**config.mk**
```make
export PLATFORM = sky130hd
export DESIGN_NAME = prog_delay_line
export DESIGN_NICKNAME = d
export VERILOG_FILES = /design/src/rtl/noc_tb_pkg.sv /design/src/rtl/delay_bank.sv /design/src/rtl/prog_delay_line.sv
export SDC_FILE = /design/constraint.sdc
export NUM_CORES = 1
export LEC_CHECK = 0
export ABC_CLOCK_PERIOD_IN_PS = 3460
export CAP_MARGIN = 5
export CORE_MARGIN = 2
export CORE_UTILIZATION = 50
export DETAILED_ROUTE_END_ITERATION = 6
export GPL_ROUTABILITY_DRIVEN = 0
export PLACE_DENSITY = 0.73
export SLEW_MARGIN = 20
export SYNTH_ARGS = -nofsm -noshare
export SYNTH_HDL_FRONTEND = slang
export SYNTH_SLANG_ARGS = --single-unit
```
**constraint.sdc**
```tcl
create_clock -name clk -period 3.46 [get_ports clk]
set_clock_uncertainty 0.15 [all_clocks]
set_input_delay 0.692 -clock clk [delete_from_list [all_inputs] [get_ports clk]]
set_output_delay 0.692 -clock clk [all_outputs]
set_load 0.01 [all_outputs]
```
**src/rtl/noc_tb_pkg.sv**
```systemverilog
// Shared helpers for the NoC test-harness delay line.
// The per-lane {valid, data} beat struct is declared inside delay_bank,
// because its data field takes the module's WIDTH parameter and a package
// cannot be parameterised.
package noc_tb_pkg;

   // Force a requested delay into 1..max_delay.
   // A delay of zero would be a combinational path, so it becomes one.
   function automatic int unsigned clamp_delay(input int unsigned req,
                                               input int unsigned max_delay);
      int unsigned res;
      res = req;
      if (res == 0) begin
         res = 1;
      end else if (res > max_delay) begin
         res = max_delay;
      end
      return res;
   endfunction

endpackage

```
**src/rtl/delay_bank.sv**
```systemverilog
// One lane of delay storage: a circular buffer of {valid, data} beats.
// The write and read addresses come from the shared pointer in the top module.
// Reads are combinational on a registered address, so a read and a write in
// the same cycle return the old entry. This lets a full-depth delay work.
module delay_bank #(
   parameter int WIDTH     = 32,
   parameter int MAX_DELAY = 8,
   parameter int AW        = (MAX_DELAY > 1) ? $clog2(MAX_DELAY) : 1
) (
   input  logic             clk,
   input  logic             rst_n,
   input  logic             we,
   input  logic             flush,
   input  logic [AW-1:0]    waddr,
   input  logic [AW-1:0]    raddr,
   input  logic             wr_valid,
   input  logic [WIDTH-1:0] wr_data,
   output logic             rd_valid,
   output logic [WIDTH-1:0] rd_data
);

   typedef struct packed {
      logic             valid;
      logic [WIDTH-1:0] data;
   } lane_beat_t;

   lane_beat_t mem [MAX_DELAY];

   // Storage update: reset clears everything, flush kills only the valid
   // bits, and a normal write stores the incoming beat, bubbles included.
   always_ff @(posedge clk or negedge rst_n) begin
      if (!rst_n) begin
         for (int i = 0; i < MAX_DELAY; i++) begin
            mem[i] <= '0;
         end
      end else if (flush) begin
         for (int i = 0; i < MAX_DELAY; i++) begin
            mem[i].valid <= 1'b0;
         end
      end else if (we) begin
         mem[waddr] <= '{valid: wr_valid, data: wr_data};
      end
   end

   assign rd_valid = mem[raddr].valid;
   assign rd_data  = mem[raddr].data;

endmodule

```
**src/rtl/prog_delay_line.sv**
```systemverilog
// Multi-channel programmable delay line. Every lane shares one write pointer
// and one delay setting. The output is the entry written cur_delay enabled
// edges ago. Stall freezes everything. A config load flushes the storage and
// sets a new delay.
module prog_delay_line
   import noc_tb_pkg::*;
#(
   parameter  int WIDTH         = 32,
   parameter  int CHANNELS      = 1,
   parameter  int MAX_DELAY     = 8,
   parameter  int DEFAULT_DELAY = 1,
   localparam int DW            = $clog2(MAX_DELAY + 1),
   localparam int CW            = $clog2(MAX_DELAY * CHANNELS + 1)
) (
   input  logic                            clk,
   input  logic                            rst_n,
   input  logic [CHANNELS-1:0]             in_valid,
   input  logic [CHANNELS-1:0][WIDTH-1:0]  in_data,
   input  logic                            stall,
   input  logic                            cfg_we,
   input  logic [DW-1:0]                   cfg_delay,
   output logic [CHANNELS-1:0]             out_valid,
   output logic [CHANNELS-1:0][WIDTH-1:0]  out_data,
   output logic [DW-1:0]                   cur_delay,
   output logic [CW-1:0]                   in_flight
);

   localparam int AW = (MAX_DELAY > 1) ? $clog2(MAX_DELAY) : 1;

   logic [AW-1:0] wp;
   logic [AW-1:0] rd_idx;
   logic [DW:0]   rd_sum;
   logic          advance;
   logic [CW-1:0] in_cnt;
   logic [CW-1:0] out_cnt;

   assign advance = !stall && !cfg_we;

   // Read index is (wp - cur_delay) mod MAX_DELAY. MAX_DELAY is added first
   // so the subtraction never goes negative.
   always_comb begin
      rd_sum = (DW+1)'(wp) + (DW+1)'(MAX_DELAY) - (DW+1)'(cur_delay);
      if (rd_sum >= (DW+1)'(MAX_DELAY)) begin
         rd_sum = rd_sum - (DW+1)'(MAX_DELAY);
      end
      rd_idx = AW'(rd_sum);
   end

   // Count the beats entering this cycle and the beats currently on the
   // output, for the occupancy counter.
   always_comb begin
      in_cnt  = '0;
      out_cnt = '0;
      for (int i = 0; i < CHANNELS; i++) begin
         in_cnt  = in_cnt + CW'(in_valid[i]);
         out_cnt = out_cnt + CW'(out_valid[i]);
      end
   end

   // Shared pointer, active delay and occupancy. A config load wins over
   // stall and restarts the line empty.
   always_ff @(posedge clk or negedge rst_n) begin
      if (!rst_n) begin
         wp        <= '0;
         cur_delay <= DW'(DEFAULT_DELAY);
         in_flight <= '0;
      end else if (cfg_we) begin
         wp        <= '0;
         cur_delay <= DW'(clamp_delay(32'(cfg_delay), MAX_DELAY));
         in_flight <= '0;
      end else if (!stall) begin
         wp        <= (wp == AW'(MAX_DELAY - 1)) ? '0 : wp + AW'(1);
         in_flight <= in_flight + in_cnt - out_cnt;
      end
   end

   for (genvar g = 0; g < CHANNELS; g++) begin : g_lane
      delay_bank #(
         .WIDTH     (WIDTH),
         .MAX_DELAY (MAX_DELAY),
         .AW        (AW)
      ) u_bank (
         .clk      (clk),
         .rst_n    (rst_n),
         .we       (advance),
         .flush    (cfg_we),
         .waddr    (wp),
         .raddr    (rd_idx),
         .wr_valid (in_valid[g]),
         .wr_data  (in_data[g]),
         .rd_valid (out_valid[g]),
         .rd_data  (out_data[g])
      );
   end

endmodule

```
* Word-level counts from Yosys, hierarchy flattened
Index checks and enable logic that the tools add are counted.
** Word-level totals
- Bits in registers :: 275
- Output and inout bits :: 41
- Logic and storage cells :: 65
** Operators by class
- Add/subtract/negate cells :: 6
- Magnitude comparators :: 5
- Equality and inequality tests :: 2
- Muxes and demuxes :: 23
- Bitwise gates (word level) :: 3
- Reduce and logical (&&, ||, !) cells :: 7
** Operator list (count)
- $bwmux W264 :: 1
- $mux W264 :: 1
- $bmux W33 S3 :: 1
- $demux W33 S3 :: 1
- $mux W33 :: 3
- $mux W4 :: 4
- $mux W3 :: 4
- $ge A4 B4 Y1 const B :: 2
- $mux W1 :: 8
- $not A3 Y4 :: 2
- $add A3 B4 Y5 const B :: 1
- $ge A5 B4 Y1 const B :: 1
- $sub A5 B4 Y5 :: 1
- $add A4 B1 Y4 :: 1
- $gt A4 B4 Y1 const B :: 1
- $logic_not A4 Y1 :: 1
- $lt A4 B1 Y1 const B :: 1
- $sub A4 B1 Y4 :: 1
- $add A3 B1 Y3 const B :: 1
- $eq A3 B3 Y1 const B :: 1
- $sub A3 B1 Y3 const B :: 1
- $logic_and A1 B1 Y1 :: 2
- $logic_not A1 Y1 :: 2
- $ne A2 B1 Y1 const B :: 1
- other kinds (3) :: 3

* Logic depth before layout (Yosys ltp)
- Depth in word-level cells :: 11
- Mapped depth :: 16
- Gate-level depth less buffers :: 14

* Hierarchy
Synthesis repeated with hierarchy kept, for this count alone.
** Second synthesis, totals
- Cells, all modules :: 773
- Area, all modules :: 12684.7 um^2
** By module, submodules not included
- delay_bank :: times used 1, cells an instance 706, area each 12001.5 um^2
- prog_delay_line :: times used 1, cells an instance 67, area each 683.2 um^2

* Worst setup path before layout
OpenSTA, ideal clock, no wires.
- Path kind :: register to register
- Start point :: register wp[0]
- End point :: register in_flight[2]
- Library setup time :: 0.094 ns
- Arrival :: 3.480 ns
- Setup slack :: -0.264 ns
- Cell stages (with the launch flop) :: 17
- Cells stage by stage :: dfrtp_1 > buf_4 > inv_1 > ha_1 > inv_1 > fa_1 > xor2_1 > xnor2_2 > buf_2 > mux2_1 > ha_1 > inv_1 > ha_1 > fa_1 > xor2_1 > nor2_1 > a211oi_1
** On the way
- Word-level cells in the longest chain between the ends :: 11
- Elaborated cells on any way between the ends :: 12
** Ends and longest elaborated chain
- start: declaration :: RTL line prog_delay_line.sv:30 : logic [AW-1:0] wp;
- start signal: assignment :: RTL line prog_delay_line.sv:72 : wp <= (wp == AW'(MAX_DELAY - 1)) ? '0 : wp + AW'(1);
- $add A3 B4 Y5 (*) :: RTL line prog_delay_line.sv:42 : rd_sum = (DW+1)'(wp) + (DW+1)'(MAX_DELAY) - (DW+1)'(cur_delay);
- $sub A5 B4 Y5 (*) :: RTL line prog_delay_line.sv:42
- $ge A5 B4 Y1 / $sub A3 B1 Y3 (equally long branches) :: RTL line prog_delay_line.sv:43, prog_delay_line.sv:44
- $mux W3 (*) :: RTL line prog_delay_line.sv:43 : if (rd_sum >= (DW+1)'(MAX_DELAY)) begin
- $not A3 Y4 (implied by the code) (*) :: RTL line delay_bank.sv:45 : assign rd_valid = mem[raddr].valid;
- $bmux W33 S3 (*) :: RTL line delay_bank.sv:45
- $mux W33 (implied by the code) (*) (2 in series) :: RTL line delay_bank.sv:45
- net out_valid :: RTL line prog_delay_line.sv:22 : output logic [CHANNELS-1:0] out_valid,
- $sub A4 B1 Y4 (*) :: RTL line prog_delay_line.sv:73 : in_flight <= in_flight + in_cnt - out_cnt;
- $mux W4 (*) :: RTL line prog_delay_line.sv:71 : end else if (!stall) begin
- $mux W4 (*) :: RTL line prog_delay_line.sv:67 : end else if (cfg_we) begin
- end signal: assignment :: RTL line prog_delay_line.sv:73
- end: declaration :: RTL line prog_delay_line.sv:25 : output logic [CW-1:0] in_flight
The timed path passes the listed nets; every way through them passes the cells marked *. The select of a mux whose other input is x is not followed.
A chain may end at the register's enable or synchronous reset.

==> metrics.md <==
| Metric | Value |
|---|---|
| Run status | finished, violations left |
| Violated checks | setup timing |
| MaxCap Viol Count | 0 |
| Seq cells post-synth | 275 |
| Critical path capture point type | output pin |
| Lkg Pwr | 7.40 nW |
| Footprint of the multi-input gates | 5790 µm² |
| Setup violators final | 36 |
| Worst rel slew slack | 49.6% |
| Crit-path slowest cell | fa_4 |
| Largest net degree at the start of global routing | just under 100 |
| Bufs and invs on worst path | 5 |
| Crit-path most repeated cell | buf_12 |
| Unrepaired setup endpoints after global routing | true |
| Clock Sinks | 275 |
| Yosys cell types | 36 |
| Worst slew pin tran | 755 ps |
| Filler instances | around 1800 |
| # rows | between 50 and 60 |
| Initial antenna violation count | 1 |
| Initial core utilization | 51.1% |
| Post-synth net total | 826 |
| Routed vias/inst | 5.74 |
| DRT Wirelength | about 29000 µm |
| Nets | 942 |
| 1st-iter DRT viols | approximately 340 |
| Setup WS pre-CTS | -484 ps |
| Grt ovf | 0 |
| WL per Instance | 23.1 µm |
| Share of flip-flops with an asynchronous set or reset | 100% |
| WL met3 | 1170 µm |
| Fin. max-slew vios | 0 |
| Syn Area/Cell | 16.6 µm² |
| Pwr dens | 584 nW/µm² |
| M1 WL | 12200 µm |
| Post-DRT Antenna Nets | 0 |
| CP Cell Sequence | ha_4 -> inv_2 -> fa_4 -> buf_12 -> buf_12 -> buf_12 -> mux4_2 -> mux2_4 -> buf_6 |
| Top Layer Used | met5 |
| Crit Path Class | flip-flop to output pin |
| Vias | roughly 7100 |
| First-pass GRT wire length | 46700 µm |
| Sequential area share after synthesis | between 50% and 60% |
| N_diodes | 0 |
| CTS tree | yes |
| CP Launch Type | flip-flop |
| Most common cell after layout, fill and taps aside | dfrtp_1 |
| All-layer global routing usage | 22.4% |
| Residual DRC | 0 |
| Final Hold Viols | 0 |
| Layout area overhead | 20.9% |
| Core Region | 25300 µm² |
| Setup ws final | -549 ps |
| Worst skew pair latency | around 550 ps |
| Main synth FF type | dfrtp_1 |
| Post-DP HPWL | about 17000 µm |
| IO buf count | 81 |
| Boundary Pins | 82 |
| Fmax achieved | 0.249 GHz |
| FF/Latch Area | 6880 µm² |
| Number of flops mapped to enable cells by yosys | 0 |
| Share of cells above drive strength 1 | 53.6% |
| Chip Height | 165 µm |
| Syn Inst Count | roughly 780 |
| Slowest Stage Delay on Critical Path | 780 ps |
| Final min period | 4010 ps |
| Cts bufs inserted | 30 |
| Synthesized cell area | 12900 µm² |
| Die W | 165 µm |
| Reg clk slew, reported paths | 60 ps |
| Crit path max fanout | 7 |
| Die area | between 20000 and 30000 µm² |
| Synth warn | 0 |
| Pwr Total | 0.00912 W |
| Most frequent cells in the layout | dfrtp_1 (274), mux2_2 (176), mux2_4 (86), mux4_2 (66), clkdlybuf4s50_1 (47) |
| VDD IR max | between 400 and 500 µV |
| Clock Tree Buf Depth | 3 |
| H-Tree Level Count | 1 |
| Vias in the first global route | 8213 |
| Hold WC Path Type | input pin to asynchronous set/reset pin |
| CP top delay family | adder cells |
| Critical path required time | 2620 ps |
| CTS Root Cell | clkbuf_16 |
| Routed met2 length | 15000 µm |
| Final period util | 116% |
| 1st-pass router iterations | 4 |
| CP arrival | ~3200 ps |
-- flip-flops by register name (all words and copies together) (netlist names) --
name	flops
g_lane.u_bank.mem	264
cur_delay	4
in_flight	4
wp	3
-- layer usage --
| metal | up-vias | track usage [%] |
|---|---|---|
| li1 | 3117 | - |
| met1 | 3846 | 29.7 |
| met2 | 151 | 39.4 |
| met3 | 31 | 3.34 |
| met4 | 2 | 4.70 |
| met5 | - | 0 |
-- what timing repair did --
item                                    CTS  global route
resized for setup                       196             7
buffers inserted                         12             1
cloned                                    7             0
pin swaps                                 1             1
hold buffers                              0             0
endpoints found under the setup margin   36            37
-- cell families after synthesis --
| logic type | Yosys count | share of synthesized area (%) |
|---|---|---|
| adder cells (fa/ha/maj) | 9 | 0.988 |
| AND/OR/NAND/NOR | 52 | 2.39 |
| multiplexers | 364 | 39.2 |
| AO/OA/AOI/OAI | 14 | 0.610 |
| buffers and inverters | 59 | 3.29 |
| flip-flops | 275 | 53.3 |
| XOR/XNOR | 3 | 0.262 |
-- where the power goes --
part,internal [W],switching [W]
clock,0.00179,0.00126
sequential,0.00363,0.000223
combinational,0.00135,0.000862
total,0.00677,0.00235
-- cell type report --
| class | instances | area share [%] |
|---|---|---|
| Multi-Input combinational cell | 442 | 37.1 |
| Sequential cell | 275 | 44.1 |
| Inverter | 9 | 0.216 |
| Timing Repair Buffer | 134 | 9.85 |
| Tap cell | 330 | 2.64 |
| Clock inverter | 10 | 0.385 |
| Clock buffer | 45 | 5.75 |
-- path summary, 6_finish.rpt --
path	to	cells after the start	slack, ps	start
setup / recovery	out_data[0]	9	-550	cur_delay[0]
hold / removal	g_lane[0].u_bank.mem[123]	1	20	rst_n
setup reg to reg	in_flight[2]	13	-420	cur_delay[0]
hold reg to reg	g_lane[0].u_bank.mem[157]	1	340	g_lane[0].u_bank.mem[157]
max in group asynchronous	g_lane[0].u_bank.mem[167]	2	2180	rst_n
min in group clk	g_lane[0].u_bank.mem[157]	1	340	g_lane[0].u_bank.mem[157]
-- worst reg2reg max path, cell delays in order, from the launching register on --
cell      delay, ps
dfstp_2         560
ha_4            130
inv_2            30
fa_4            780
buf_4           130
mux4_2          490
mux2_4          310
ha_4            270
inv_2            40
ha_4            160
fa_2            350
xor2_1          140
nor2_1           70
a211oi_2        170
-- synth_stat cells, drive strengths merged, types with 2 or more instances --
| cell | instances | area [µm²] |
|---|---|---|
| nor3 | 2 | 21.3 |
| nor2b | 3 | 18.8 |
| ha | 7 | 87.6 |
| clkbuf | 4 | 15.0 |
| nand2 | 18 | 97.6 |
| mux4 | 66 | 1490 |
| mux2i | 6 | 60.1 |
| nor3b | 3 | 45.1 |
| a21oi | 8 | 40.0 |
| o22ai | 2 | 12.5 |
| dfrtp | 274 | 6860 |
| fa | 2 | 40.0 |
| nand3 | 5 | 25.0 |
| buf | 46 | 377 |
| xor2 | 2 | 17.5 |
| mux2 | 292 | 3510 |
| a211oi | 2 | 15.0 |
| inv | 9 | 33.8 |
| nor2 | 16 | 62.6 |
-- per-stage QoR --
step                      instance area [µm²]  std cells  utilization, %  TNS (ps)  hold slack, ps
after floorplan                         13000        776               -     -27.6             246
after global placement                  14300       1174            56.4    -11400             318
after detailed placement                14300       1174            56.4    -12610             329
after CTS                               15700       1248            62.1    -18940            40.7
after global routing                    15600       1245            61.8    -19720            76.4
final                                   15600       1245            61.8    -17400            21.3
(Power assumes the default switching activity.)
